--- src/rtl/pc_field_sequencer.sv ---
// Program counter with instruction-field sequencing: PC stepping, jumps, subroutine entry,
// interrupt entry with field save, deferred field changes and a PC latch.
module pc_field_sequencer #(
    parameter int unsigned WIDTH      = 12,
    parameter int unsigned FIELD_W    = 3,
    parameter int unsigned RESET_PC   = 'o200,
    parameter int unsigned INT_VECTOR = 1
) (
    input  logic               CK,
    input  logic               RESET,
    input  logic [2:0]         OP,
    input  logic [WIDTH-1:0]   IN,
    input  logic [FIELD_W-1:0] FIELD_IN,
    input  logic               LD_IB,
    input  logic               LATCH,
    output logic [WIDTH-1:0]   PC,
    output logic [WIDTH-1:0]   PCLAT,
    output logic [FIELD_W-1:0] IF,
    output logic [FIELD_W-1:0] IB,
    output logic [FIELD_W-1:0] SF,
    output logic               INT_INHIBIT,
    output logic               WRAP
);

    localparam logic [2:0] OpHold = 3'd0;
    localparam logic [2:0] OpInc  = 3'd1;
    localparam logic [2:0] OpSkip = 3'd2;
    localparam logic [2:0] OpJmp  = 3'd3;
    localparam logic [2:0] OpJms  = 3'd4;
    localparam logic [2:0] OpInt  = 3'd5;
    localparam int unsigned WidthP1 = WIDTH + 1;

    logic [WIDTH-1:0]   pc_q, pc_d, pclat_q, pclat_d;
    logic [FIELD_W-1:0] if_q, if_d, ib_q, ib_d, sf_q, sf_d;
    logic               inh_q, inh_d, wrap_q, wrap_d;
    logic [WIDTH:0]     inc_sum, skip_sum;

    // Carry bit of the widened sum is the wrap indication.
    assign inc_sum  = {1'b0, pc_q} + WidthP1'(1);
    assign skip_sum = {1'b0, pc_q} + WidthP1'(2);

    always_comb begin
        pc_d    = pc_q;
        if_d    = if_q;
        ib_d    = ib_q;
        sf_d    = sf_q;
        inh_d   = inh_q;
        wrap_d  = 1'b0;
        pclat_d = LATCH ? pc_q : pclat_q;
        case (OP)
            OpHold: ;
            OpInc: begin
                pc_d   = inc_sum[WIDTH-1:0];
                wrap_d = inc_sum[WIDTH];
            end
            OpSkip: begin
                pc_d   = skip_sum[WIDTH-1:0];
                wrap_d = skip_sum[WIDTH];
            end
            OpJmp: begin
                pc_d  = IN;
                if_d  = ib_q;
                inh_d = 1'b0;
            end
            OpJms: begin
                pc_d  = IN + WIDTH'(1);
                if_d  = ib_q;
                inh_d = 1'b0;
            end
            OpInt: begin
                pc_d  = WIDTH'(INT_VECTOR);
                sf_d  = if_q;
                if_d  = '0;
                ib_d  = '0;
                inh_d = 1'b0;
            end
            default: ;
        endcase
        // Interrupt entry wins over a simultaneous buffer load.
        if (LD_IB && OP != OpInt) begin
            ib_d  = FIELD_IN;
            inh_d = 1'b1;
        end
    end

    always_ff @(posedge CK or posedge RESET) begin
        if (RESET) begin
            pc_q    <= WIDTH'(RESET_PC);
            pclat_q <= '0;
            if_q    <= '0;
            ib_q    <= '0;
            sf_q    <= '0;
            inh_q   <= 1'b0;
            wrap_q  <= 1'b0;
        end else begin
            pc_q    <= pc_d;
            pclat_q <= pclat_d;
            if_q    <= if_d;
            ib_q    <= ib_d;
            sf_q    <= sf_d;
            inh_q   <= inh_d;
            wrap_q  <= wrap_d;
        end
    end

    assign PC          = pc_q;
    assign PCLAT       = pclat_q;
    assign IF          = if_q;
    assign IB          = ib_q;
    assign SF          = sf_q;
    assign INT_INHIBIT = inh_q;
    assign WRAP        = wrap_q;

endmodule

--- config.mk ---
export PLATFORM = sky130hd
export DESIGN_NAME = pc_field_sequencer
export DESIGN_NICKNAME = d
export VERILOG_FILES = /design/src/rtl/pc_field_sequencer.sv
export SDC_FILE = /design/constraint.sdc
export NUM_CORES = 1
export LEC_CHECK = 0
export BUFFER_PORTS_ARGS = -buffer_cell sky130_fd_sc_hd__buf_4
export CORE_MARGIN = 3
export CORE_UTILIZATION = 50
export CTS_CLUSTER_DIAMETER = 60
export CTS_CLUSTER_SIZE = 12
export DETAILED_ROUTE_END_ITERATION = 10
export GPL_ROUTABILITY_DRIVEN = 0
export PLACE_DENSITY = 0.87
export SKIP_LAST_GASP = 1
export SYNTH_ARGS = -nofsm -noshare
export SYNTH_HDL_FRONTEND = slang
export SYNTH_SLANG_ARGS = --single-unit
--- constraint.sdc ---
create_clock -name CK -period 2.05 [get_ports CK]
set_clock_uncertainty 0.05 [all_clocks]
set_input_delay 0.41 -clock CK [delete_from_list [all_inputs] [get_ports CK]]
set_output_delay 0.41 -clock CK [all_outputs]
set_load 0.02 [all_outputs]
==> impl_metrics.csv, run 1 <==
group,metric,value,unit
run_status,status,"completed",
sta,slew_headroom,69.2,%
detailed_routing,avgRoutedWirePerCell,16.7,um
finish,syn2layout_area_growth,26.0,%
die,die_h,74.2,um
clocking,cts.htree.levels,2,
detailed_routing,drt-met1-wl,2650,um
place,hpwl,4630,um
critical_path,critPathMaxFanout,11,
detailed_routing,first_iter_violations,207,
job,drv_cap,0,
synthesis,synth_cells,259,
power_and_ir_drop,power.total,2.44,mW
die,rows,24,
detailed_routing,drtPass1Iterations,5,
detailed_routing,wl_met2,2850,um
finish,insertedDiodeCount,0,
finish,fill_cells,358,
clocking,clockRootBuffer,"clkbuf_8",
synthesis,yosysSeqAreaShare,37.8,%
die,design.core.area,4410,um^2
clocking,clock_latency,280,ps
detailed_routing,wl,6240,um
sta,fin_crit,1900,ps
global_route,grt_antenna_before_repair,0,
global_route,grt_pass1_wl,10200,um
critical_path,path_cells,"ha_1 > nand3_1 > nor2_1 > xnor2_1 > a21oi_1 > a32o_1",
clocking,cts_max_path_buffers,2,
clocking,cts.sinks,35,
detailed_routing,drc,0,
finish,fin_util,66.3,%
synthesis,synth_area_per_cell,8.97,um^2
sta,hold_violations,0,
critical_path,worstSetupPathType,"flip-flop to flip-flop",
clocking,clkSlewWorstSetupHoldPaths,70,ps
synthesis,ys.warnings.count,0,
sta,setup_tns,0,ps
finish,nets,345,
critical_path,end_kind,"flip-flop",
sta,drv_slew,0,
synthesis,ys_ff_latch,35,
clocking,numCtsBuffers,5,
global_route,track_usage,24.1,%
clocking,cts_tree,"built",
die,dieWidth,74.2,um
critical_path,worstPathRequired,2160,ps
power_and_ir_drop,powerDensity,832,nW/um^2
power_and_ir_drop,peakVddDrop,0.000451,V
finish,drive_above_1_share,30.2,%
detailed_routing,top_layer,"met4",
die,initial_core_util,52.6,%
synthesis,synth_edf_count,0,
critical_path,slowest_stage,"dfrtp_1",
synthesis,ys_async_sr_fraction,100,%
synthesis,syn-cell-area,2320,um^2
sta,finalCritPeriodShare,92.7,%
critical_path,slowest_delay,580,ps
critical_path,worstPathArrival,2010,ps
detailed_routing,wl_met3,522,um
min_path,hp-class,"input port to asynchronous set/reset pin",
die,dieArea,5500,um^2
synthesis,synth.distinct_cells,50,
global_route,grt_overflow,0,
detailed_routing,antenna_left,0,
die,io_pins,57,
synthesis,syn_nets,284,
clocking,cts_hold_buf,0,
power_and_ir_drop,leakagePower,1.31,nW
sta,rsz0062_at_grt,"no",
global_route,grt_max_degree,36,
clocking,post-cts-setup-buffers,0,
global_route,grt_pass1_vias,2121,
synthesis,ys.flop_type,"dfrtp_1",
detailed_routing,vias_per_cell,6.23,
sta,fmax,0.526,GHz
detailed_routing,vias,2325,
sta,finalSetupViolations,0,
critical_path,worst_setup_path_start_kind,"flip-flop",
place,port_buffers,56,
clocking,post_cts_resized,0,
sta,worst_pin_slew,463,ps
-- cell usage after synthesis, drive strengths merged (2+ instances only) --
library cell	n	area share (%)
nand3	11	2.9
o221ai	2	0.75
nor2	20	3.2
o22ai	5	1.3
ha	3	1.6
nand2	23	3.7
and3	4	1.1
dfrtp	34	37
inv	6	0.97
nor4	6	1.6
a21boi	2	0.65
and2b	2	0.65
a211oi	3	0.97
buf	13	3.3
and4	2	0.75
nor2b	3	0.81
mux2	15	7.3
o21ai	15	3.2
a221oi	3	1.1
nand2b	2	0.54
nor3	5	1.1
a21oi	21	4.5
mux2i	8	3.4
a31oi	2	0.54
nand4	6	1.6
a22oi	4	1.3
a211o	3	1.1
a32oi	2	0.75
xor2	8	3.0
xnor2	6	2.3
clkbuf	3	0.48
nand3b	2	0.65
a21o	2	0.65
-- power breakdown --
| group | total, mW | leakage (nW) | switching, mW | internal (mW) |
|---|---|---|---|---|
| Clock | 0.536 | 0.0515 | 0.230 | 0.306 |
| Sequential | 0.962 | 0.418 | 0.135 | 0.826 |
| Combinational | 0.938 | 0.842 | 0.513 | 0.425 |
-- cells in the final DEF (no fill, tap or decap), types with 3 or more instances in the layout --
master,count
a21oi_1,21
nor2b_1,3
buf_4,70
dfrtp_1,33
o22ai_1,5
a22oi_1,4
ha_1,3
xnor2_1,6
mux2i_1,8
nor3_1,5
nand4_1,6
and3_1,4
nand2_1,23
a221oi_1,3
a211o_1,3
xor2_1,8
nand3_1,10
o21ai_0,15
clkbuf_8,7
inv_1,6
nor2_1,20
mux2_2,15
a211oi_1,3
nor4_1,6
-- worst paths after layout --
kind / to / depth (start not counted) / from / slack (ps)
max: PC[8]$_DFFE_PP0P_ / 6 / PC[0]$_DFFE_PP0P_ / 150
min: SF[1]$_DFFE_PP0P_ / 3 / RESET / 180
max reg2reg: PC[8]$_DFFE_PP0P_ / 6 / PC[0]$_DFFE_PP0P_ / 150
min reg2reg: PCLAT[4]$_DFFE_PP0P_ / 1 / PCLAT[4]$_DFFE_PP0P_ / 460
max in group asynchronous: PC[2]$_DFFE_PP0P_ / 3 / RESET / 1430
min in group CK: PC[0]$_DFFE_PP0P_ / 2 / IN[0] / 300
-- through the flow --
stage                     cell area, um^2  cells  hold slack [ps]  setup slack (ps)
after floorplan                      2320    259              450              10.3
after global routing                 2930    373              227              47.4
after CTS                            2930    373              192               199
final                                2930    373              176               149
after global placement               2830    365              440               147
after detailed placement             2830    365              447               120
-- worst max-delay path: cells and delay by family, from the launching register on --
family / cells / cell delay (ps)
xor gates and xnor gates: 1 / 130
AOI/OAI and AO/OA: 2 / 360
adders and majority gates: 1 / 310
DFF: 1 / 580
and+or+nand+nor: 2 / 340
-- registers in the layout, summed over array words and instances, names as in the netlist --
register and flops:
WRAP 1, IF 3, SF 3, IB 3
PCLAT 12, PC 12, INT_INHIBIT 1
-- routing by layer --
| metal | track usage (%) | vias to the layer above |
|---|---|---|
| met4 | 9.66 | 0 |
| met3 | 4.46 | 24 |
| met5 | 0 | - |
| met1 | 33.2 | 1084 |
| li1 | - | 1082 |
| met2 | 37.7 | 135 |
-- cells by family (layout without fill, tap and decap cells) --
| logic type | Yosys count | count (layout) | share of synthesized area [%] |
|---|---|---|---|
| simple gates | 90 | 90 | 19.9 |
| xor+xnor | 14 | 14 | 5.28 |
| buf+inv | 23 | 85 | 4.90 |
| compound gates | 71 | 71 | 19.8 |
| fa+ha+maj | 3 | 3 | 1.62 |
| mux | 23 | 23 | 10.7 |
| flops | 35 | 35 | 37.8 |
-- layout make-up --
cell class              count  area (um^2)  area share (%)
clock buffers               8          100            3.42
inverters                   7         26.3           0.898
multi-input cells         201         1330            45.5
flip-flops and latches     35          878            30.0
well taps                  52         65.1            2.22
repair buffers             70          526            18.0
Power figures use the tool's default switching activity.
==> run 2, diff against run 1 <==
CORE_UTILIZATION = 30   (was 50)
GPL_TIMING_DRIVEN = 0   (was not set)
HOLD_SLACK_MARGIN = 0.02   (was not set)
PLACE_DENSITY = 0.61   (was 0.87)
==> run 2 against run 1 <==
  * Die area is 61% higher
  * Maximum frequency is 1.6% lower
  * Wire length is 14% higher
  * Combinational power is 3.9% higher
  * Non-clock buffer count is 6 higher
  * Clock-buffer cell count is 2 lower
  * Sequential power is 0.6% lower
  * Global-route usage is 7.7 points lower
  * Largest power group is now combinational cells
  * Flip-flop and latch count stayed put
  * Setup slack worse by 31 ps
  * Cell count is 14% higher
==> impl_metrics.csv, run 2 (same netlist as run 1, synthesis figures left out) <==
group,metric,value,unit
finish,layout_commonest_cell,"buf_4",
global_route,track_usage,16.5,%
sta,finalCritPeriodShare,94.2,%
critical_path,r2r_end,"PC[9]$_DFFE_PP0P_",
critical_path,worstSetupPathType,"flip-flop to flip-flop",
detailed_routing,avgRoutedWirePerCell,16.7,um
global_route,grt_overflow,0,
sta,slew_headroom,51.5,%
global_route,grt_pass1_vias,2164,
clocking,cts_tree,"built",
clocking,cts_max_path_buffers,2,
clocking,clock_latency,290,ps
critical_path,reg2reg_depth,7,
power_and_ir_drop,leakagePower,1.33,nW
sta,worst_pin_slew,727,ps
clocking,cts.htree.levels,2,
global_route,grt_max_degree,36,
place,hpwl,5330,um
finish,nets,351,
finish,drive_above_1_share,31.2,%
finish,multi_input_area,1340,um^2
sta,fmax,0.518,GHz
global_route,grt_antenna_before_repair,0,
finish,most-common-layout-cells,"buf_4 (61), dfrtp_1 (32), nand2_1 (23), a21oi_1 (21), nor2_1 (20)",
die,design.core.area,7370,um^2
sta,rsz0062_at_grt,"no",
critical_path,worstPathRequired,2180,ps
detailed_routing,vias,2330,
sta,hold_violations,0,
critical_path,worst_setup_path_start_kind,"flip-flop",
global_route,grt_pass1_wl,11300,um
die,initial_core_util,31.5,%
job,drv_cap,0,
run_status,status,"completed",
detailed_routing,first_iter_violations,244,
die,dieWidth,94.0,um
clocking,clkSlewWorstSetupHoldPaths,80,ps
critical_path,worstPathArrival,2060,ps
clocking,clockRootBuffer,"clkbuf_8",
finish,fill_cells,768,
sta,finalSetupViolations,0,
sta,fin_crit,1930,ps
clocking,numCtsBuffers,5,
finish,seqCellArea,880,um^2
place,port_buffers,56,
die,rows,31,
power_and_ir_drop,power.total,2.59,mW
min_path,hp-class,"input port to asynchronous set/reset pin",
die,dieArea,8830,um^2
finish,fin_util,41.1,%
place,dp_cells,414,
finish,syn2layout_area_growth,30.5,%
clocking,cts.sinks,35,
finish,insertedDiodeCount,0,
die,die_h,94.0,um
detailed_routing,vias_per_cell,5.47,
power_and_ir_drop,powerDensity,856,nW/um^2
power_and_ir_drop,peakVddDrop,0.000419,V
critical_path,end_kind,"flip-flop",
critical_path,r2r_start,"PC[2]$_DFFE_PP0P_",
critical_path,critPathMaxFanout,7,
detailed_routing,drc,0,
finish,layoutNonFillerInstCount,426,
detailed_routing,drtPass1Iterations,5,
detailed_routing,wl,7110,um
detailed_routing,antenna_left,0,
sta,drv_slew,0,
die,io_pins,57,
critical_path,rrSetupSlack,120,ps
run 2: what timing repair did:
| action | CTS | global route |
|---|---|---|
| resized for setup | 2 | 3 |
| hold buffers | 0 | 0 |
| buffers inserted | 0 | 4 |
| endpoints found under the setup margin | 1 | 1 |
run 2: how the worst max path moves through the flow:
stage | from | end | slack, ps | cells after the start
CTS | PC[2]$_DFFE_PP0P_ | PC[9]$_DFFE_PP0P_ | 30 | 7
global placement | PC[1]$_DFFE_PP0P_ | PC[9]$_DFFE_PP0P_ | -70 | 7
global route | PC[7]$_DFFE_PP1P_ | PC[10]$_DFFE_PP0P_ | 20 | 5
floorplan | PC[1]$_DFFE_PP0P_ | PC[9]$_DFFE_PP0P_ | 10 | 7
detailed placement | IN[0] | PC[10]$_DFFE_PP0P_ | -100 | 7
finish | PC[2]$_DFFE_PP0P_ | PC[9]$_DFFE_PP0P_ | 120 | 7
run 2: power by group:
part	switching [mW]	leakage, nW	internal [mW]	total (mW)
sequential	0.128	0.417	0.828	0.956
clock	0.268	0.0612	0.394	0.662
combinational	0.533	0.848	0.442	0.975
total	0.930	1.33	1.66	2.59
run 2: layout make-up:
class	instances	share of cell area [%]
Buffer	16	2.93
Clock buffer	6	2.73
Clock inverter	2	1.16
Inverter	7	0.867
Multi-Input combinational cell	201	44.3
Sequential cell	35	29.0
Tap cell	99	4.09
Timing Repair Buffer	60	14.9
run 2: worst max-delay path, cell delays in order (launching register included):
cell and delay, ps:
dfrtp_2 470, ha_4 200, and4_1 190, buf_2 150
nand4_1 110, xor2_1 170, o311ai_1 110, o32a_2 370
run 2: stage by stage:
| step | TNS [ps] | setup WS [ps] | hold WS, ps | instance area [um^2] |
|---|---|---|---|---|
| after detailed placement | -174 | -99.8 | 448 | 2870 |
| after global routing | 0 | 24.0 | 259 | 3030 |
| after floorplan | 0 | 10.3 | 450 | 2320 |
| after CTS | 0 | 30.4 | 240 | 2990 |
| final | 0 | 118 | 193 | 3030 |
| after global placement | -72.5 | -69.9 | 442 | 2870 |
run 2: metal layers:
| metal | vias up | global-route usage (%) | wire (um) |
|---|---|---|---|
| li1 | 1101 | - | - |
| met3 | 8 | 3.77 | 501 |
| met4 | 0 | 5.05 | 96 |
| met2 | 96 | 25.1 | 3350 |
| met5 | - | 0 | 0 |
| met1 | 1125 | 23.0 | 3160 |
==> run 3, diff against run 2 <==
PLACE_DENSITY = 0.52   (was 0.61)
SETUP_SLACK_MARGIN = 0.5   (was not set)
==> run 3 against run 2 <==
  * Sequential share of layout area shrank 2.7 points
  * Wire length grew 11%
  * Design area grew 10%
  * Maximum frequency grew 7.6%
  * Critical endpoint is now PC[10]$_DFFE_PP0P_
  * Hold slack gained 22 ps
  * Sequential power shrank 2%
==> impl_metrics.csv, run 3 (same netlist as run 1, synthesis figures left out) <==
group,metric,value,unit
sta,worst_pin_slew,820,ps
clocking,cts_hold_buf,0,
critical_path,worst_setup_path_start_kind,"flip-flop",
sta,drv_slew,0,
sta,setup_tns,0,ps
detailed_routing,wl,7880,um
die,dieArea,8830,um^2
critical_path,end_kind,"flip-flop",
detailed_routing,vias,2393,
critical_path,startpoint,"PC[7]$_DFFE_PP1P_",
finish,fill_cells,751,
detailed_routing,avgRoutedWirePerCell,17.7,um
place,place_ws,-94.7,ps
critical_path,slowest_stage,"dfstp_2",
run_status,status,"completed",
critical_path,cp-endpoint,"PC[10]$_DFFE_PP0P_",
die,die_h,94.0,um
finish,layout_commonest_cell,"buf_4",
sta,fin_crit,1790,ps
clocking,cts_max_path_buffers,2,
global_route,grt_pass1_vias,2384,
clocking,clockRootBuffer,"clkbuf_8",
finish,fin_util,45.4,%
critical_path,slowest_delay,570,ps
power_and_ir_drop,power.total,2.65,mW
critical_path,worstPathArrival,1960,ps
clocking,numCtsBuffers,5,
clocking,cts.htree.levels,2,
detailed_routing,antenna_left,0,
critical_path,rrSetupSlack,260,ps
global_route,grt_max_degree,19,
power_and_ir_drop,powerDensity,791,nW/um^2
critical_path,path_cells,"nand4_1 > or4_4 > a21oi_2 > nor4_2 > o22ai_1",
global_route,track_usage,18.5,%
place,port_buffers,56,
sta,fmax,0.557,GHz
finish,syn2layout_area_growth,44.1,%
clocking,clkSlewWorstSetupHoldPaths,90,ps
detailed_routing,drtPass1Iterations,4,
critical_path,worstPathRequired,2210,ps
die,rows,31,
place,hpwl,5580,um
clocking,cts_tree,"built",
finish,layoutNonFillerInstCount,446,
sta,finalSetupViolations,0,
global_route,grt_overflow,0,
die,design.core.area,7370,um^2
critical_path,reg2reg_depth,5,
critical_path,critPathMaxFanout,5,
sta,hold_violations,0,
sta,rsz0062_at_grt,"yes",
finish,most-common-layout-cells,"buf_4 (74), dfrtp_1 (32), nand2_1 (21), a21oi_1 (18), nor2_1 (17)",
power_and_ir_drop,peakVddDrop,0.000407,V
sta,layout_setup_ws,255,ps
sta,slew_headroom,45.2,%
clocking,cts.sinks,35,
finish,drive_above_1_share,42.1,%
detailed_routing,drc,0,
global_route,grt_pass1_wl,12600,um
sta,finalCritPeriodShare,87.5,%
clocking,clock_latency,300,ps
place,dp_cells,415,
critical_path,r2r_start,"PC[7]$_DFFE_PP1P_",
min_path,hp-class,"input port to asynchronous set/reset pin",
finish,insertedDiodeCount,0,
die,initial_core_util,31.5,%
detailed_routing,first_iter_violations,220,
power_and_ir_drop,leakagePower,1.45,nW
job,drv_cap,0,
critical_path,worstSetupPathType,"flip-flop to flip-flop",
finish,nets,371,
critical_path,r2r_end,"PC[10]$_DFFE_PP0P_",
die,io_pins,57,
detailed_routing,vias_per_cell,5.37,
die,dieWidth,94.0,um
global_route,grt_antenna_before_repair,0,
## run 3: repair_timing
item | CTS | global route
endpoints found under the setup margin | 9 | 16
gates resized for setup | 13 | 32
buffers inserted | 11 | 12
pin swaps | 6 | 17
## run 3: area by class of cell
| cell class | count | area [um^2] | share of cell area (%) |
|---|---|---|---|
| Sequential cell | 35 | 880 | 26.3 |
| Clock buffer | 7 | 86.3 | 2.58 |
| Timing Repair Buffer | 80 | 651 | 19.4 |
| Buffer | 16 | 104 | 3.10 |
| Tap cell | 99 | 124 | 3.70 |
| Multi-Input combinational cell | 201 | 1470 | 44.0 |
| Clock inverter | 1 | 5.00 | 0.150 |
| Inverter | 7 | 26.3 | 0.785 |
## run 3: worst min path at each step
stage                                      from                     to  depth (start not counted)
after floorplan                           IN[0]      PC[0]$_DFFE_PP0P_                          1
after detailed placement   PCLAT[2]$_DFFE_PP0P_   PCLAT[2]$_DFFE_PP0P_                          1
after global routing                      RESET      IF[2]$_DFFE_PP0P_                          2
after CTS                                 RESET      IF[2]$_DFFE_PP0P_                          2
after global placement    PCLAT[10]$_DFFE_PP0P_  PCLAT[10]$_DFFE_PP0P_                          1
final                                     RESET      IF[2]$_DFFE_PP0P_                          2
## run 3: stage by stage
step,hold WS [ps],instance area (um^2)
6_report,215,3350
5_1_grt,269,3350
4_1_cts,241,3140
3_5_place_dp,447,2910
3_3_place_gp,440,2890
2_1_floorplan,450,2340
## run 3: critical path: cells and delay by family (launching register included)
family | cells | cell delay (ps)
simple gates | 3 | 800
flops | 1 | 570
compound gates | 2 | 300
## run 3: power breakdown
| group | switching, mW | leakage, nW | internal, mW |
|---|---|---|---|
| Combinational | 0.616 | 0.990 | 0.547 |
| Clock | 0.272 | 0.0482 | 0.272 |
| Sequential | 0.113 | 0.417 | 0.827 |
## run 3: per-layer routing
| layer | share of wire (%) | track usage (%) | vias up |
|---|---|---|---|
| met2 | 47 | 29.2 | 71 |
| met4 | 2.5 | 6.50 | 0 |
| met1 | 47 | 25.3 | 1168 |
| met5 | 0 | 0 | - |
| li1 | - | - | 1137 |
| met3 | 4.1 | 3.29 | 17 |
